--- src/rtl/qed_dup_encoder.sv ---
// qed_dup_encoder: emits re-encoded originals and buffers register-remapped duplicates for later drain
module qed_dup_encoder #(
  parameter int DEPTH = 8,
  parameter int REG_OFFSET = 16
) (
  input  logic                     clk,
  input  logic                     rst,
  input  logic                     in_valid,
  output logic                     in_ready,
  input  logic                     is_lw,
  input  logic                     is_sw,
  input  logic                     is_aluimm,
  input  logic                     is_aluimm_64,
  input  logic                     is_alureg,
  input  logic [6:0]               opcode,
  input  logic [4:0]               rd,
  input  logic [4:0]               rs1,
  input  logic [4:0]               rs2,
  input  logic [2:0]               funct3,
  input  logic [6:0]               funct7,
  input  logic [5:0]               funct7_64,
  input  logic [5:0]               shamt_64,
  input  logic [11:0]              simm12,
  input  logic                     flush_req,
  output logic                     out_valid,
  input  logic                     out_ready,
  output logic [31:0]              out_instr,
  output logic                     out_is_dup,
  output logic [$clog2(DEPTH):0]   dup_pending,
  output logic                     err
);
  localparam int AW = $clog2(DEPTH);
  localparam int CW = AW + 1;
  localparam logic [5:0] OFS = 6'(REG_OFFSET);
  typedef enum logic {ORIG, DRAIN} state_t;
  state_t state_q;
  logic [31:0] mem_q [DEPTH];
  logic [AW-1:0] wp_q, rp_q;
  logic [CW-1:0] cnt_q, cnt_d;
  logic out_valid_q, out_is_dup_q, err_q;
  logic [31:0] out_instr_q;
  logic c_lw, c_sw, c_reg, c_imm, use_rd, use_rs2, legal;
  logic slot_free, accept, push, pop;
  logic [4:0] rd_m, rs1_m, rs2_m;
  logic [11:0] hi_base, hi_o, hi_d;
  logic [31:0] orig_w, dup_w;

  function automatic logic [4:0] remap(input logic [4:0] r);
    return (r == 5'd0) ? r : r + 5'(REG_OFFSET);
  endfunction

  function automatic logic big(input logic [4:0] r);
    return {1'b0, r} >= OFS;
  endfunction

  // Class decode in priority order lw > sw > alureg > aluimm, plus both encodings
  always_comb begin
    c_lw    = is_lw;
    c_sw    = !is_lw && is_sw;
    c_reg   = !is_lw && !is_sw && is_alureg;
    c_imm   = !is_lw && !is_sw && !is_alureg && is_aluimm;
    use_rd  = c_lw || c_reg || c_imm;
    use_rs2 = c_sw || c_reg;
    legal   = (c_lw || c_sw || c_reg || c_imm) && !big(rs1)
              && !(use_rd && big(rd)) && !(use_rs2 && big(rs2));
    rd_m    = use_rd ? remap(rd) : rd;
    rs1_m   = remap(rs1);
    rs2_m   = remap(rs2);
    hi_base = (c_imm && is_aluimm_64) ? {funct7_64, shamt_64} : simm12;
    hi_o    = use_rs2 ? {funct7, rs2} : hi_base;
    hi_d    = use_rs2 ? {funct7, rs2_m} : hi_base;
    orig_w  = {hi_o, rs1, funct3, rd, opcode};
    dup_w   = {hi_d, rs1_m, funct3, rd_m, opcode};
  end

  assign slot_free = !out_valid_q || out_ready;
  assign in_ready  = (state_q == ORIG) && slot_free && (cnt_q < CW'(DEPTH));
  assign accept    = in_valid && in_ready;
  assign push      = accept && legal;
  assign pop       = (state_q == DRAIN) && slot_free && (cnt_q != '0);
  assign cnt_d     = cnt_q + CW'(push) - CW'(pop);

  // Duplicate storage; contents are don't-care until written
  always_ff @(posedge clk) begin
    if (push) mem_q[wp_q] <= dup_w;
  end

  // Control FSM, output register, FIFO pointers and sticky error
  always_ff @(posedge clk) begin
    if (rst) begin
      state_q      <= ORIG;
      out_valid_q  <= 1'b0;
      out_instr_q  <= '0;
      out_is_dup_q <= 1'b0;
      err_q        <= 1'b0;
      wp_q         <= '0;
      rp_q         <= '0;
      cnt_q        <= '0;
    end else begin
      if (slot_free) out_valid_q <= push || pop;
      if (push) begin
        out_instr_q  <= orig_w;
        out_is_dup_q <= 1'b0;
        wp_q         <= wp_q + AW'(1);
      end
      if (pop) begin
        out_instr_q  <= mem_q[rp_q];
        out_is_dup_q <= 1'b1;
        rp_q         <= rp_q + AW'(1);
      end
      cnt_q <= cnt_d;
      if (accept && !legal) err_q <= 1'b1;
      if (state_q == ORIG) state_q <= (cnt_d == CW'(DEPTH) || (flush_req && cnt_d != '0)) ? DRAIN : ORIG;
      else state_q <= (cnt_d == '0) ? ORIG : DRAIN;
    end
  end

  assign out_valid   = out_valid_q;
  assign out_instr   = out_instr_q;
  assign out_is_dup  = out_is_dup_q;
  assign dup_pending = cnt_q;
  assign err         = err_q;
endmodule

--- config.mk ---
export PLATFORM = sky130hd
export DESIGN_NAME = qed_dup_encoder
export DESIGN_NICKNAME = d
export VERILOG_FILES = /design/src/rtl/qed_dup_encoder.sv
export SDC_FILE = /design/constraint.sdc
export NUM_CORES = 1
export LEC_CHECK = 0
export ABC_AREA = 1
export BUFFER_PORTS_ARGS = -buffer_cell sky130_fd_sc_hd__buf_2
export CAP_MARGIN = 20
export CELL_PAD_IN_SITES_DETAIL_PLACEMENT = 1
export CELL_PAD_IN_SITES_GLOBAL_PLACEMENT = 1
export CORE_ASPECT_RATIO = 1.75
export CORE_MARGIN = 10
export CORE_UTILIZATION = 51
export CTS_CLUSTER_SIZE = 30
export DETAILED_ROUTE_END_ITERATION = 10
export PLACE_DENSITY = 0.87
export SYNTH_ARGS = -nofsm -noshare
export SYNTH_HDL_FRONTEND = slang
export SYNTH_SLANG_ARGS = --single-unit
--- constraint.sdc ---
create_clock -name clk -period 3.9 [get_ports clk]
set_input_delay 0 -clock clk [delete_from_list [all_inputs] [get_ports clk]]
set_output_delay 0 -clock clk [all_outputs]
set_load 0.03 [all_outputs]
==> impl_results.md <==
* Die area at 0.0330 sq mm
* Area share of fa/ha/maj cells after synthesis at 0.910%
* Nets at 1,401
* Vias in the first global route at 10,700
* Post-CTS Setup Inserts at 0
* Core area at 0.0254 sq mm
* Synth Area in Compound Gates at 10.7%
* Final setup viols at 0
* Simple-gate share of the synthesized area at 16.1%
* R2R cell count at 13
* Startpoint types: register
* Crit path DAT at 3320 ps
* Max_slew headroom at 37.4%
* First-pass GRT wire length at 60,500 um
* Clock-pin slew on the worst setup and hold paths at 60 ps
* Cell Rows at 77
* IO Pins at 106
* FILL cells at 2,724
* Pre-CTS setup slack at 1000 ps
* Worst setup path end: state_q
* Worst Setup SP: dup_pending[2]
* Worst-Margin Slew at 939 ps
* Initial antenna violation count at 1
* Port-buffer cells at 105
* Largest net degree at the start of global routing at 87
* Yosys warns at 0
* Post-synth ARST share at 0%
* CTS tree: done
* RSZ-0062 raised after global routing: no
* Setup ws final at 1080 ps
* DRC at 0
* Grt ovf at 0
* Die Span Y at 233 um
* Fin crit share at 72.4%
* Clock share of power at 26.2%
* FF-to-FF End: state_q
* WL/cell at 23.7 um
* Status: completed
* Vias at 9,721
* Initial DRC Count at 870
* Final min period at 2820 ps
* CP Max Fanout at 27
* Dpl cell area at 0.0139 sq mm
* Synth top area share at 58.2%
* Final Wtd Congestion at 0.788
* Post-cts sizing count at 0
* Dpl hpwl at 24,100 um
* Average via count per standard cell at 5.84
* Flops & latches, synth at 305
* Pint at 6.13 mW
* Seq/Total Area, Yosys at 65.7%
* Total CTS buffers at 27
* Die Span X at 142 um
* Clock latency on the worst-skew pair at 550 ps
* P_leak at 5.84 nW
* Main combinational cell family by area after synthesis: simple AND/OR/NAND/NOR gates
* Portion of netlist area occupied by mux cells at 0%
* Total GRT Usage at 23.4%
* Slew Limit Fails at 0
* Slowest CP cell: ha_1
* Cell Pwr Density at 650 mW/mm^2
* Largest cells by area after synthesis: edfxtp_1 58%, dfxtp_1 7.4%, nor2_1 5.1%, nand2_1 5.0%, nand3_1 4.0%
* Syn Inst Count at 1,207
* Storage cell area at 0.00867 sq mm
* Start of the worst register-to-register path: dup_pending[2]
* Endpoints failing hold at 0
* Post-synth cell types at 36
* WS Path Type: reg -> reg
* Primary FF master, synth: edfxtp_1
* Post-Syn Nets at 1,282
* Clock Sinks at 305
* Final instance area at 0.0151 sq mm
* Count leader, synth: edfxtp_1
* Area Growth Syn to Fin at 14.6%
* Worst Path Required at 4390 ps
* Sequential power share at 40.5%
* Cell Area, Synth at 0.0132 sq mm
* Post-synthesis xor/xnor area fraction at 0.199%
* Leading area contributor after synthesis: edfxtp_1
* VDD IR max at 0.677 mV
* Starting Density at 51.9%
* Gate power share at 33.3%
* H-Tree Depth at 1
* Net Sw Power at 3.70 mW
* Root buf cell: clkbuf_16
* Max_cap viols at 0
* Routed Wire Length at 39,500 um
* Hold/Removal Path Class: in -> reg
* Max Clk Rate at 354 MHz
* Setup TNS at 0 ps
* Share of cells above drive strength 1 at 17.5%
* Post-synth top cells: 256 x edfxtp_1, 181 x nor2_1, 176 x nand2_1, 106 x nand3_1, 103 x inv_1
* Switching Share at 37.7%
* Critical Path End Type: register
* Internal reg-to-reg setup slack at 1080 ps
* CTS max path bufs at 3
* Post-synth EDFFs at 256
* Multi-input logic area at 0.00374 sq mm
* Post-Syn Area per Cell at 10.9 sq um
* Critical path cell sequence: inv_1 -> ha_1 -> nand2_1 -> nand3_4 -> ha_1 -> ha_1 -> inv_1 -> fa_1 -> xor2_1 -> nand3_1 -> a21oi_1 -> nand2_1 -> inv_1
* Setup Skew at 15.6 ps
* Antenna-violating nets left at 0
* DR pass1 iterations at 5
* Crit path largest cell delay at 490 ps
per-layer routing:
layer | track usage, % | share of wire [%]
met5 | 0 | 0
met4 | 12.1 | 3.7
met3 | 3.59 | 5.4
met2 | 42.9 | 54
met1 | 25.3 | 37
cell type report:
cell class                 instances  area share, %
antenna                            2         0.0331
clock buffer                      41           5.08
clock inverter                     8          0.438
inverter                         107           2.68
multi-input combinational        722           24.7
sequential                       305           57.3
tap                              316           2.61
timing repair buffer             163           7.13
placed cells by master, fill, tap and decap left out, types with 7 or more instances in the layout:
cell and n:
inv_1 103, o21ai_1 64, o21ai_2 10, dfxtp_1 47, o211ai_2 39, buf_4 17
dlygate4sd3_1 38, nand4_1 15, edfxtp_1 256, nor2_1 173, clkbuf_1 10, o21ai_0 42
nand3_1 106, nor2_4 10, clkbuf_16 27, a21oi_1 53, or2_0 7, buf_2 106
nand2_1 176, ha_1 8
stage by stage:
stage                     hold WS [ps]  total power, mW  instances  utilization (%)
after floorplan                   98.9             6.31       1207                -
final                             4.88             9.84       1664             59.5
after CTS                        0.581             9.85       1660             59.4
after global routing              88.3             10.3       1664             59.5
after detailed placement           305             7.21       1574             54.7
after global placement             291             7.02       1574             54.7
how the worst min path moves through the flow:
stage	start	to	depth (start not counted)
global route	simm12[4]	out_instr[24]	7
finish	funct7[4]	out_instr[29]	6
CTS	funct7[6]	out_instr[31]	6
detailed placement	opcode[4]	mem_q[3][4]	1
global placement	opcode[0]	mem_q[6][0]	1
floorplan	opcode[0]	mem_q[0][0]	0
power by group through the flow:
| stage | sequential [mW] | combinational, mW | clock, mW |
|---|---|---|---|
| floorplan | 4.29 | 2.02 | 0 |
| global placement | 4.03 | 2.99 | 0 |
| detailed placement | 4.04 | 3.17 | 0 |
| CTS | 3.98 | 3.27 | 2.60 |
| global route | 4.01 | 3.55 | 2.73 |
| finish | 3.98 | 3.27 | 2.58 |
flip-flops by register name, indices dropped and copies added, names as in the netlist, named ones only:
register	count
err	1
out_is_dup	1
rp_q	3
out_instr	32
wp_q	3
state_q	1
dup_pending	4
out_valid	1
mem_q	256
worst max-delay path: cells and delay by family, from the launching register on:
family                   cells  cell delay [ps]
AO/OA/AOI/OAI                1              150
XOR/XNOR                     1              260
adder cells (fa/ha/maj)      4             1230
buffers and inverters        3              160
flip-flops                   1              330
AND/OR/NAND/NOR              4              650
logic make-up (layout without fill, tap and decap cells):
logic type | Yosys count | in the layout
other | 0 | 2
DFF | 305 | 305
buffers and inverters | 180 | 319
and+or+nand+nor | 498 | 498
xor gates and xnor gates | 3 | 3
AOI/OAI and AO/OA | 212 | 212
adders and majority gates | 9 | 9
timing repair:
action	in CTS	in global routing
hold endpoints to repair	197	1
hold buffers	37	1
setup endpoints to repair	0	0
No activity file was read; power rests on OpenSTA's default activity.
